`config.mk`:
```
export PLATFORM = sky130hd
export DESIGN_NAME = instr_encoder
export DESIGN_NICKNAME = d
export VERILOG_FILES = /design/src/rtl/rv32i_pkg.sv /design/src/rtl/instr_pack.sv /design/src/rtl/instr_encoder.sv
export SDC_FILE = /design/constraint.sdc
export NUM_CORES = 1
export LEC_CHECK = 0
export ABC_CLOCK_PERIOD_IN_PS = 5640
export CORE_MARGIN = 5
export CORE_UTILIZATION = 53
export DETAILED_ROUTE_END_ITERATION = 8
export GPL_TIMING_DRIVEN = 0
export PLACE_DENSITY = 0.87
export SYNTH_ARGS = -nofsm -noshare
export SYNTH_HDL_FRONTEND = slang
export SYNTH_SLANG_ARGS = --single-unit
```
`constraint.sdc`:
```
create_clock -name clk_in -period 5.64 [get_ports clk_in]
set_clock_uncertainty 0.15 [all_clocks]
set_input_delay 1.128 -clock clk_in [delete_from_list [all_inputs] [get_ports clk_in]]
set_output_delay 1.128 -clock clk_in [all_outputs]
set_load 0.1 [all_outputs]
```
`src/rtl/rv32i_pkg.sv`:
```
// Shared RV32I encoder definitions: formats, reused opcodes and range helpers.
package rv32i_pkg;

  localparam int XLEN = 32;
  localparam int ILEN = 32;

  typedef enum logic [2:0] {
    FMT_R  = 3'd0,
    FMT_I  = 3'd1,
    FMT_S  = 3'd2,
    FMT_B  = 3'd3,
    FMT_U  = 3'd4,
    FMT_J  = 3'd5,
    FMT_LI = 3'd6
  } enc_fmt_t;

  localparam logic [6:0] OPCODE_LUI        = 7'h37;
  localparam logic [6:0] OPCODE_I_TYPE_ALU = 7'h13;
  localparam logic [2:0] FUNCT3_ADDI       = 3'b000;

  // True when v survives truncation to a bits-wide two's-complement field.
  function automatic logic fits_signed(input logic [XLEN-1:0] v, input int bits);
    logic [XLEN-1:0] sh;
    sh = $signed(v) >>> (bits - 1);
    return (sh == '0) || (sh == '1);
  endfunction

endpackage

```
`src/rtl/instr_pack.sv`:
```
// Combinational RV32I field packer: scatters the immediate per format and flags
// immediates that the chosen format cannot represent.
module instr_pack
  import rv32i_pkg::*;
(
  input  enc_fmt_t         fmt_in,
  input  logic [6:0]       opcode_in,
  input  logic [2:0]       funct3_in,
  input  logic [6:0]       funct7_in,
  input  logic [4:0]       rd_in,
  input  logic [4:0]       rs1_in,
  input  logic [4:0]       rs2_in,
  input  logic [XLEN-1:0]  imm_in,
  output logic [ILEN-1:0]  instr_out,
  output logic             err_out
);

  always_comb begin
    instr_out = '0;
    err_out   = 1'b0;
    unique case (fmt_in)
      FMT_R: begin
        instr_out = {funct7_in, rs2_in, rs1_in, funct3_in, rd_in, opcode_in};
      end
      FMT_I: begin
        instr_out = {imm_in[11:0], rs1_in, funct3_in, rd_in, opcode_in};
        err_out   = !fits_signed(imm_in, 12);
      end
      FMT_S: begin
        instr_out = {imm_in[11:5], rs2_in, rs1_in, funct3_in, imm_in[4:0], opcode_in};
        err_out   = !fits_signed(imm_in, 12);
      end
      FMT_B: begin
        instr_out = {imm_in[12], imm_in[10:5], rs2_in, rs1_in, funct3_in,
                     imm_in[4:1], imm_in[11], opcode_in};
        err_out   = !fits_signed(imm_in, 13) || imm_in[0];
      end
      FMT_U: begin
        instr_out = {imm_in[31:12], rd_in, opcode_in};
        err_out   = (imm_in[11:0] != 12'd0);
      end
      FMT_J: begin
        instr_out = {imm_in[20], imm_in[10:1], imm_in[11], imm_in[19:12], rd_in, opcode_in};
        err_out   = !fits_signed(imm_in, 21) || imm_in[0];
      end
      default: begin
        // LI is rewritten into I/U fields by the caller and never reaches here.
        instr_out = '0;
        err_out   = 1'b0;
      end
    endcase
  end

endmodule

```
`src/rtl/instr_encoder.sv`:
```
// RV32I instruction encoder for the debug injector: one registered output beat,
// with LI expanded into LUI+ADDI when the constant does not fit 12 bits.
module instr_encoder
  import rv32i_pkg::*;
(
  input  logic             clk_in,
  input  logic             rst_n_in,
  input  logic             req_valid_in,
  output logic             req_ready_out,
  input  logic [2:0]       req_fmt_in,
  input  logic [6:0]       req_opcode_in,
  input  logic [2:0]       req_funct3_in,
  input  logic [6:0]       req_funct7_in,
  input  logic [4:0]       req_rd_in,
  input  logic [4:0]       req_rs1_in,
  input  logic [4:0]       req_rs2_in,
  input  logic [XLEN-1:0]  req_imm_in,
  output logic             instr_valid_out,
  input  logic             instr_ready_in,
  output logic [ILEN-1:0]  instr_out,
  output logic             instr_err_out,
  output logic             instr_last_out
);

  typedef enum logic [1:0] {IDLE, OUT_HI, OUT_LAST} state_t;

  state_t            state_q, state_d;
  logic [ILEN-1:0]   instr_q, instr_d;
  logic              err_q, err_d;
  logic              last_q, last_d;
  logic [4:0]        lo_rd_q, lo_rd_d;
  logic [11:0]       lo_imm_q, lo_imm_d;

  enc_fmt_t          req_fmt;
  logic              li_req, li_small, accept;
  logic [19:0]       li_hi;

  enc_fmt_t          p_fmt;
  logic [6:0]        p_opcode, p_funct7;
  logic [2:0]        p_funct3;
  logic [4:0]        p_rd, p_rs1, p_rs2;
  logic [XLEN-1:0]   p_imm;
  logic [ILEN-1:0]   p_instr;
  logic              p_err;

  assign req_fmt  = enc_fmt_t'(req_fmt_in);
  assign li_req   = (req_fmt == FMT_LI);
  assign li_small = fits_signed(req_imm_in, 12);
  // Rounding the upper part up when bit 11 is set compensates for ADDI sign-extension.
  assign li_hi    = req_imm_in[31:12] + {19'd0, req_imm_in[11]};

  assign req_ready_out   = (state_q == IDLE) || ((state_q == OUT_LAST) && instr_ready_in);
  assign accept          = req_valid_in && req_ready_out;
  assign instr_valid_out = (state_q != IDLE);
  assign instr_out       = instr_q;
  assign instr_err_out   = err_q;
  assign instr_last_out  = last_q;

  always_comb begin
    p_fmt    = req_fmt;
    p_opcode = req_opcode_in;
    p_funct3 = req_funct3_in;
    p_funct7 = req_funct7_in;
    p_rd     = req_rd_in;
    p_rs1    = req_rs1_in;
    p_rs2    = req_rs2_in;
    p_imm    = req_imm_in;
    if (state_q == OUT_HI) begin
      p_fmt    = FMT_I;
      p_opcode = OPCODE_I_TYPE_ALU;
      p_funct3 = FUNCT3_ADDI;
      p_funct7 = '0;
      p_rd     = lo_rd_q;
      p_rs1    = lo_rd_q;
      p_rs2    = '0;
      p_imm    = {{(XLEN-12){lo_imm_q[11]}}, lo_imm_q};
    end else if (li_req) begin
      p_funct7 = '0;
      p_rs1    = '0;
      p_rs2    = '0;
      p_funct3 = FUNCT3_ADDI;
      if (li_small) begin
        p_fmt    = FMT_I;
        p_opcode = OPCODE_I_TYPE_ALU;
      end else begin
        p_fmt    = FMT_U;
        p_opcode = OPCODE_LUI;
        p_imm    = {li_hi, 12'd0};
      end
    end
  end

  instr_pack u_pack (
    .fmt_in    (p_fmt),
    .opcode_in (p_opcode),
    .funct3_in (p_funct3),
    .funct7_in (p_funct7),
    .rd_in     (p_rd),
    .rs1_in    (p_rs1),
    .rs2_in    (p_rs2),
    .imm_in    (p_imm),
    .instr_out (p_instr),
    .err_out   (p_err)
  );

  always_comb begin
    state_d  = state_q;
    instr_d  = instr_q;
    err_d    = err_q;
    last_d   = last_q;
    lo_rd_d  = lo_rd_q;
    lo_imm_d = lo_imm_q;
    if (state_q == OUT_HI) begin
      if (instr_ready_in) begin
        state_d = OUT_LAST;
        instr_d = p_instr;
        err_d   = p_err;
        last_d  = 1'b1;
      end
    end else if (accept) begin
      instr_d  = p_instr;
      err_d    = p_err;
      lo_rd_d  = req_rd_in;
      lo_imm_d = req_imm_in[11:0];
      if (li_req && !li_small) begin
        state_d = OUT_HI;
        last_d  = 1'b0;
      end else begin
        state_d = OUT_LAST;
        last_d  = 1'b1;
      end
    end else if ((state_q == OUT_LAST) && instr_ready_in) begin
      state_d = IDLE;
    end
  end

  always_ff @(posedge clk_in or negedge rst_n_in) begin
    if (!rst_n_in) begin
      state_q  <= IDLE;
      instr_q  <= '0;
      err_q    <= 1'b0;
      last_q   <= 1'b0;
      lo_rd_q  <= '0;
      lo_imm_q <= '0;
    end else begin
      state_q  <= state_d;
      instr_q  <= instr_d;
      err_q    <= err_d;
      last_q   <= last_d;
      lo_rd_q  <= lo_rd_d;
      lo_imm_q <= lo_imm_d;
    end
  end

endmodule

```
# --- After elaboration in Yosys (flattened, before gate mapping) ---
# Cells that the tools add are included.
totals:
  word_cells: 84
  inputBits: 71
  register_bits: 53
  output_inout_bits: 36
op_classes:
  n_bitwise: 1
  n_reduce_logical: 28
  eq_ne: 13
  mux: 35
  n_addsub: 1
op_table:
  columns: ["op", "n"]
  rows:
  - ["32-bit 2-to-1 mux", 6]
  - ["32-bit case mux with 6 select lines", 1]
  - ["32-bit equality test (second input constant)", 4]
  - ["32-bit logical NOT", 4]
  - ["7-bit 2-to-1 mux", 4]
  - ["5-bit 2-to-1 mux", 5]
  - ["20-bit by 1-bit adder with 20-bit output", 1]
  - ["3-bit 2-to-1 mux", 5]
  - ["12-bit nonzero test", 1]
  - ["2-bit 2-to-1 mux", 5]
  - ["3-bit equality test (second input constant)", 3]
  - ["1-bit logical OR", 7]
  - ["1-bit 2-to-1 mux", 7]
  - ["3-bit by 2-bit equality test with 1-bit output (second input constant)", 2]
  - ["6-bit 2-to-1 mux", 1]
  - ["2-bit AND reduction", 3]
  - ["1-bit logical NOT", 4]
  - ["1-bit case mux with 4 select lines", 1]
  - ["2-bit nonzero test", 2]
  - ["3-bit by 1-bit equality test with 1-bit output (second input constant)", 1]
  - ["1-bit logical AND", 3]
  - ["3-bit logical NOT", 1]
  - ["3-bit nonzero test", 1]
  - ["2-bit by 1-bit equality test with 1-bit output (second input constant)", 1]
  - ["5 further kinds", 5]

# --- Longest topological paths before layout ---
depth:
  ltp_word: 12
  mapped_depth: 11
  mapped_depth_nobuf: 10

# --- Hierarchy ---
# Synthesis repeated with hierarchy kept, for this count alone.
unflattened:
  cells_unflattened: 472
  hier_area_um2: 4018.9
modules_own_cells:
  columns: ["module", "seq_area_each_um2", "area_each_um2", "n_inst", "cells_per_inst"]
  rows:
  - ["instr_encoder", 1326.3, 3281.9, 1, 347]
  - ["instr_pack", 0.0, 737.0, 1, 125]

# --- Worst setup path after synthesis ---
# OpenSTA, ideal clock, no wires.
synth_timing:
  path_type: "input port to output port"
  startpoint: "input instr_ready_in"
  endpoint: "output req_ready_out"
  path_stages: 2
  t_required_ps: 4362
  path_buffers: 0
  t_arrival_ps: 2430
  setup_slack_ps: 1932
  path_cell_list: "nor2b_1 nor2_1"
synth_between:
  elab_chain_cells: 2
synth_rtl:
  columns: ["item", "line_no", "text"]
  rows:
  - ["start, declared", "instr_encoder.sv:19", "input logic instr_ready_in,"]
  - ["1-bit logical AND", "instr_encoder.sv:52", "assign req_ready_out = (state_q == IDLE) || ((state_q == OUT_LAST) && instr_ready_in);"]
  - ["1-bit logical OR", "instr_encoder.sv:52", null]
  - ["end, declared", "instr_encoder.sv:9", "output logic req_ready_out,"]
# Every way passes these cells.

# --- Worst setup path in the final report ---
layout_timing:
  startpoint: "input req_imm_in[11]"
  endpoint: "register err_q (netlist: instr_err_out)"
layout_between:
  elab_chain_cells: 12
  word_cells_on_any_way: 35
  classes_between: "add/sub (1); eq/ne (9); mux (10); reduce/logical (15)"
layout_rtl:
  columns: ["item", "line_no", "text"]
  rows:
  - ["start, declared", "instr_encoder.sv:17", "input logic [XLEN-1:0] req_imm_in,"]
  - ["parallel branches: the longest is 9 deep, another holds 20-bit by 1-bit adder with 20-bit output", null, null]
  - ["1-bit case mux with 4 select lines *", "instr_pack.sv:21", "unique case (fmt_in)"]
  - ["1-bit 2-to-1 mux (on tied branches)", "instr_encoder.sv:120, instr_encoder.sv:114", null]
  - ["1-bit 2-to-1 mux *", "instr_encoder.sv:113", "if (state_q == OUT_HI) begin"]
  - ["end signal, assigned", "instr_encoder.sv:148", "err_q <= err_d;"]
  - ["end, declared", "instr_encoder.sv:29", "logic err_q, err_d;"]
# Every way passes the cells marked *. The select of a mux whose other input is x is not followed.
# A chain may end at the register's enable or synchronous reset.

==> metrics.csv <==
metric,value,unit
max_freq,231,MHz
syn_avg_cell_area,8.66,µm²
fill_cells,582,
reg2reg_depth,7,
place_congestion,0.937,
worstPathMaxFanout,7,
period_share,76.7,%
ff_latch_area,1330,µm²
rows,31,
hold_buffers,0,
r2r_start,state_q[0]$_DFFE_PN0P_,
multi_input_area,2370,µm²
drive_above_1_share,12.8,%
status,completed,
ys_seq_area_share,33.8,%
synthAdderAreaFrac,0.957,%
critPathSlowestCell,clkdlybuf4s50_1,
synth_compound_area_share,24.7,%
ioPinCount,107,
antenna_found_initial,0,
synth_edf_count,0,
cts_resized,0,
crit_buf_inv,1,
cp_slowest_stage_delay,0.69,ns
start_util,54.4,%
die_h,96.0,µm
required,5.68,ns
syn_inst,453,
cts_buffers,5,
finalHoldViolCount,0,
setup-tns-final,0,ns
vias,4193,
min_from,instr_out[6]$_DFFE_PN0P_,
post_cts_buffers,0,
synth_simple_gate_area_share,25.4,%
wl_per_cell,20.1,µm
drtAntennaViolNets,0,
die_area,9220,µm²
cp-start-kind,input pin,
drtIter0Drc,471,
synth_async_sr_flop_share,100,%
num_antenna_cells,0,
grt_pass1_vias,3992,
path_common_cell,o211ai_1,
max_slew_margin,29.7,%
routed_wl,13.3,mm
reg2reg_to,instr_out[11]$_DFFE_PN0P_,
fp.dieW,96.0,µm
drc,0,
rsz0062_at_grt,false,
leakagePower,0.00198,µW
synth_top_cell_area_share,33.8,%
yosys.area.top_type,dfrtp_1,
synth_area_leaders,"dfrtp_1 (34%), nor2_1 (5.5%), a21oi_1 (5.1%)",
maxSlewViolCount,0,
synth_top_family_by_area,simple AND/OR/NAND/NOR gates,
synth_mux_area_share,5.90,%
final_nets,634,
whs_path_depth,2,
hold_class,reg2reg,
timing.critical_path.max_delay_family,simple AND/OR/NAND/NOR gates,
grt_first_pass_wirelength,20.6,mm
powerDensity,347,nW/µm²
r2r_slack,2.55,ns
cts_tree,yes,
ys_seq_elements,53,
synth_commonest_cells,"nor2_1 (57), dfrtp_1 (53), a21oi_1 (40)",
period_minus_slack,4.33,ns
stdcell_area,5140,µm²
ys_warn_count,0,
grt_max_degree,42,
cts_root_buf,clkbuf_8,
clk_path_buf_depth,2,
cap_violations,0,
mappedNetlistArea,3920,µm²
finalSetupViolCount,0,
place_hpwl,10.4,mm
dr.pass1.iters,7,
worst_slew_pin_slew,1.04,ns
globalRoute.totalOverflow,0,
cp-end-kind,register,
synth_nets,527,
clk_pin_slew,0.10,ns
ys.flop_type,dfrtp_1,
viasPerCell,6.35,
yosysMostFrequentCell,nor2_1,
clk_latency,0.32,ns
h-tree-depth,2,
core,7210,µm²
post_synth_xor_area_fraction,3.57,%
track_usage,28.8,%
arrival,4.37,ns
ir_drop,0.205,mV
area_growth,31.0,%
min_to,instr_out[6]$_DFFE_PN0P_,
path_cells,clkdlybuf4s50_1 > ha_1 > nand4_1 > nor3_2 > a2111oi_1 > mux2i_1 > o211ai_1 > and4b_1 > a41oi_2 > o221ai_1 > o211ai_1,
numPortBuffers,99,
ys_types,77,
place_area,5050,µm²
timing.hold.ws,0.332,ns
cts_num_sinks,53,
worstSetupPathType,in2reg,
through the flow:
| stage | util [%] | worst slack, ns | total power (µW) | cells |
|---|---|---|---|---|
| global placement | 69.8 | 1.12 | 1550 | 651 |
| detailed placement | 70.0 | 1.08 | 1570 | 652 |
| global route | 71.3 | 1.13 | 1850 | 660 |
| floorplan | - | 1.93 | 1270 | 453 |
| CTS | 71.3 | 1.34 | 1780 | 660 |
| finish | 71.3 | 1.31 | 1780 | 660 |
cell usage in the layout, fill, tap and decap left out, drive strengths merged, types with 3 or more instances in the layout:
| master | count |
|---|---|
| xor2 | 6 |
| nor3 | 13 |
| mux2i | 4 |
| mux2 | 17 |
| a2111oi | 3 |
| a22oi | 7 |
| and2 | 3 |
| a22o | 9 |
| nand4 | 13 |
| and4 | 3 |
| nor2 | 58 |
| a222oi | 8 |
| inv | 7 |
| ha | 3 |
| a21oi | 40 |
| o21ai | 20 |
| a221oi | 8 |
| nor2b | 4 |
| nand3 | 16 |
| clkbuf | 25 |
| a21o | 4 |
| or3 | 5 |
| nand2 | 39 |
| nor4 | 12 |
| a31oi | 13 |
| and3 | 8 |
| clkdlybuf4s50 | 98 |
| dfrtp | 53 |
| buf | 13 |
| xnor2 | 10 |
| nand2b | 4 |
| a211oi | 3 |
tightest hold or removal path: cells and delay by family, from the launching register on:
family / cells / cell delay (ns)
flops: 1 / 0.35
simple gates: 2 / 0.10
cell type report:
class	count	area share (%)
repair buffers	100	19.6
plain buffers	30	3.82
clock buffers	6	1.41
inverters	7	0.511
flip-flops and latches	53	25.8
multi-input cells	363	46.2
clock inverters	2	0.292
well taps	99	2.41
metal layers:
| metal | up-vias | track usage (%) | part of all wire [%] |
|---|---|---|---|
| met5 | - | 0 | 0 |
| met4 | 0 | 8.77 | 2.3 |
| met3 | 32 | 6.25 | 9.6 |
| met2 | 246 | 45.3 | 47 |
| met1 | 1984 | 39.8 | 41 |
| li1 | 1931 | - | - |
cell families (layout without fill, tap and decap cells):
logic type / count (synthesis) / count (layout)
AND/OR/NAND/NOR: 185 / 185
adder cells (fa/ha/maj): 3 / 3
AO/OA/AOI/OAI: 138 / 138
buffers and inverters: 37 / 145
flip-flops: 53 / 53
XOR/XNOR: 16 / 16
multiplexers: 21 / 21
worst max-delay path by stage:
stage	startpoint	to	slack, ns	depth (start not counted)
final	req_imm_in[11]	instr_err_out$_DFFE_PN0P_	1.31	11
after global routing	req_imm_in[11]	instr_err_out$_DFFE_PN0P_	1.13	11
after CTS	instr_ready_in	req_ready_out	1.34	4
after detailed placement	req_imm_in[11]	instr_err_out$_DFFE_PN0P_	1.08	11
after global placement	req_imm_in[11]	instr_err_out$_DFFE_PN0P_	1.12	11
after floorplan	instr_ready_in	req_ready_out	1.93	2
state kept, by name, indices dropped and copies added (netlist names):
signal,flops
instr_err_out,1
lo_rd_q,5
lo_imm_q,12
state_q,2
instr_out,32
instr_last_out,1
power by group:
part           total (µW)  internal, µW  switching, µW
sequential            539           476           63.0
combinational        1020           276            747
clock                 222          87.8            134
No activity file was read; power rests on OpenSTA's default activity.
==> variant (same flow settings) <==
Encoding of `state_t`: now one-hot (3 bits for 3 states).
--- a/src/rtl/instr_encoder.sv
+++ b/src/rtl/instr_encoder.sv
@@ -22,7 +22,7 @@
   output logic             instr_last_out
 );
 
-  typedef enum logic [1:0] {IDLE, OUT_HI, OUT_LAST} state_t;
+  typedef enum logic [2:0] {IDLE = 3'b001, OUT_HI = 3'b010, OUT_LAST = 3'b100} state_t;
 
   state_t            state_q, state_d;
   logic [ILEN-1:0]   instr_q, instr_d;
Function: no difference found for any inputs over 4 cycles, from zero or initial values and one cycle with rst_n_in low; so few cycles prove little.
==> variant against the unedited design <==
- worst setup slack worse by 0.59 ns
- critical path depth is 2 higher
- design area is 0.46% lower
- final cell count is 5.0% higher
- sequential cell count is 1 higher
- area after synthesis is 1.4% lower
- sequential share of layout area is 0.63 points higher
- worst hold slack better by 0.010 ns
- synthesized cell count is 7.1% higher
- utilization is 0.054 points higher
- wire length is 6.4% higher
- non-clock buffer count is 6 higher
- maximum frequency is 12% lower
Power is not compared: it rests on default switching activity, and its combinational part moved more than twofold at a synthesized area within 25%.
==> variant: results (changes against the unedited design) <==
Status
  – Status: finished, final reports clean

Final layout
  – Fin nets: 667 (+5.2%)
  – Fillcell total: 594 (+2.1%)
  – Layout cells sized above 1: 0.08418 (-0.04417)

Clock network
  – Root Driver: clkbuf_8
  – H-tree depth: 2 (unchanged)

Placement
  – Placed cells: 685 (+5.1%)
  – Post-DP HPWL: 11070 µm (+6.2%)
  – DP Worst Slack: 0.4986 ns (-0.5824 ns)
  – Post-DP Area: 0.005012 mm² (-0.82%)
  – Final Wtd Congestion: 0.9437 (+0.77%)

Critical path
  – CP arrival: 4.98 ns (+0.61 ns)
  – R2R Path End: instr_err_out
  – CP peak stage delay: 0.65 ns (-0.04 ns)
  – R2R cell count: 11 (+4)
  – R2R Path Start: state_q[2]
  – Worst-path maximum fanout: 8 (+1)
  – Reg2reg setup slack: 1.85 ns (-0.70 ns)

Drt
  – Drt first pass iters: 5 (-2)
  – Routed wire length per instance: 20.35 µm (+1.3%)
  – Wire length on met2: 6766 µm (+9.2%)
  – Initial DRC Count: 436 (-7.4%)
  – DR vias/cell: 6.446 (+1.5%)
  – Post-Route M1 WL: 5696 µm (+4.1%)
  – Overall routed net length: 14100 µm (+6.4%)
  – Met3 wire length: 1376 µm (+8.0%)

GRT
  – GRT Overall Usage: 0.3085 (+0.02001)
  – Met1 usage: 0.4040 (+0.006056)
  – Vias in the first global route: 4322 (+8.3%)
  – GR Layer Usage met2: 0.5090 (+0.05648)
  – First-pass GRT wire length: 21720 µm (+5.7%)
  – Grt met3 use: 0.06946 (+0.006907)
  – Largest net degree at the start of global routing: 43 (+2.4%)

Min path
  – Cells on Worst Hold Path: 1 (-1)
  – Hold path start: instr_out[17]
  – Hold endpoint: instr_out[17]

Synthesis
  – XOR/XNOR Fraction of Synth Area: 0.02037 (-0.01535)
  – Compound-Gate Fraction of Synth Area: 0.2570 (+0.009902)
  – Commonest cells post-synth: nand2_1 (79), o21ai_0 (59), dfrtp_1 (53), nor2_1 (35), a21oi_1 (24)
  – Syn avg cell area: 7.979 µm² (-7.9%)
  – Post-synthesis cell type count: 62 (-19%)
  – Top post-synthesis cells by area: dfrtp_1 (34%), nand2_1 (7.7%), o21ai_0 (7.6%)
  – Top_reg_cell synth: dfrtp_1
  – Sequential fraction of the synthesis area: 0.3495 (+0.01149)
  – Syn nets: 559 (+6.1%)
  – Mux contribution to synthesized area: 0.05464 (-0.004353)

Power and ir drop
  – Clock share of power: 0.298

Timing
  – Crit share post-route: 0.8723 (+0.1054)
  – Worst-margin pin slew: 1.162 ns (+0.1182 ns)
==> variant: changes by cell type after synthesis, moves of 8 or more <==
| cell | unedited run | this run |
|---|---|---|
| nand2_1 | 39 | 79 |
| a31oi_1 | 13 | 5 |
| nor2_1 | 57 | 35 |
| o21ai_0 | 19 | 59 |
| clkbuf_1 | 15 | 23 |
| nand3_1 | 14 | 22 |
| a21oi_1 | 40 | 24 |
==> variant: cell type report <==
cell class                      count  share of cell area
Inverter                            8            0.005868
Clock inverter                      2            0.003423
Buffer                             35             0.02885
Sequential cell                    54              0.2643
Tap cell                           99             0.02421
Clock buffer                        6             0.01614
Multi-Input combinational cell    388              0.4584
Timing Repair Buffer              101              0.1988
==> variant: per-stage QoR <==
| step | hold WS, ns | power, µW |
|---|---|---|
| floorplan | 0.3166 | 466.5 |
| global route | 0.3821 | 818.4 |
| detailed placement | 0.3202 | 556.3 |
| finish | 0.3424 | 788.9 |
| global placement | 0.3129 | 551.9 |
| CTS | 0.3444 | 788.4 |
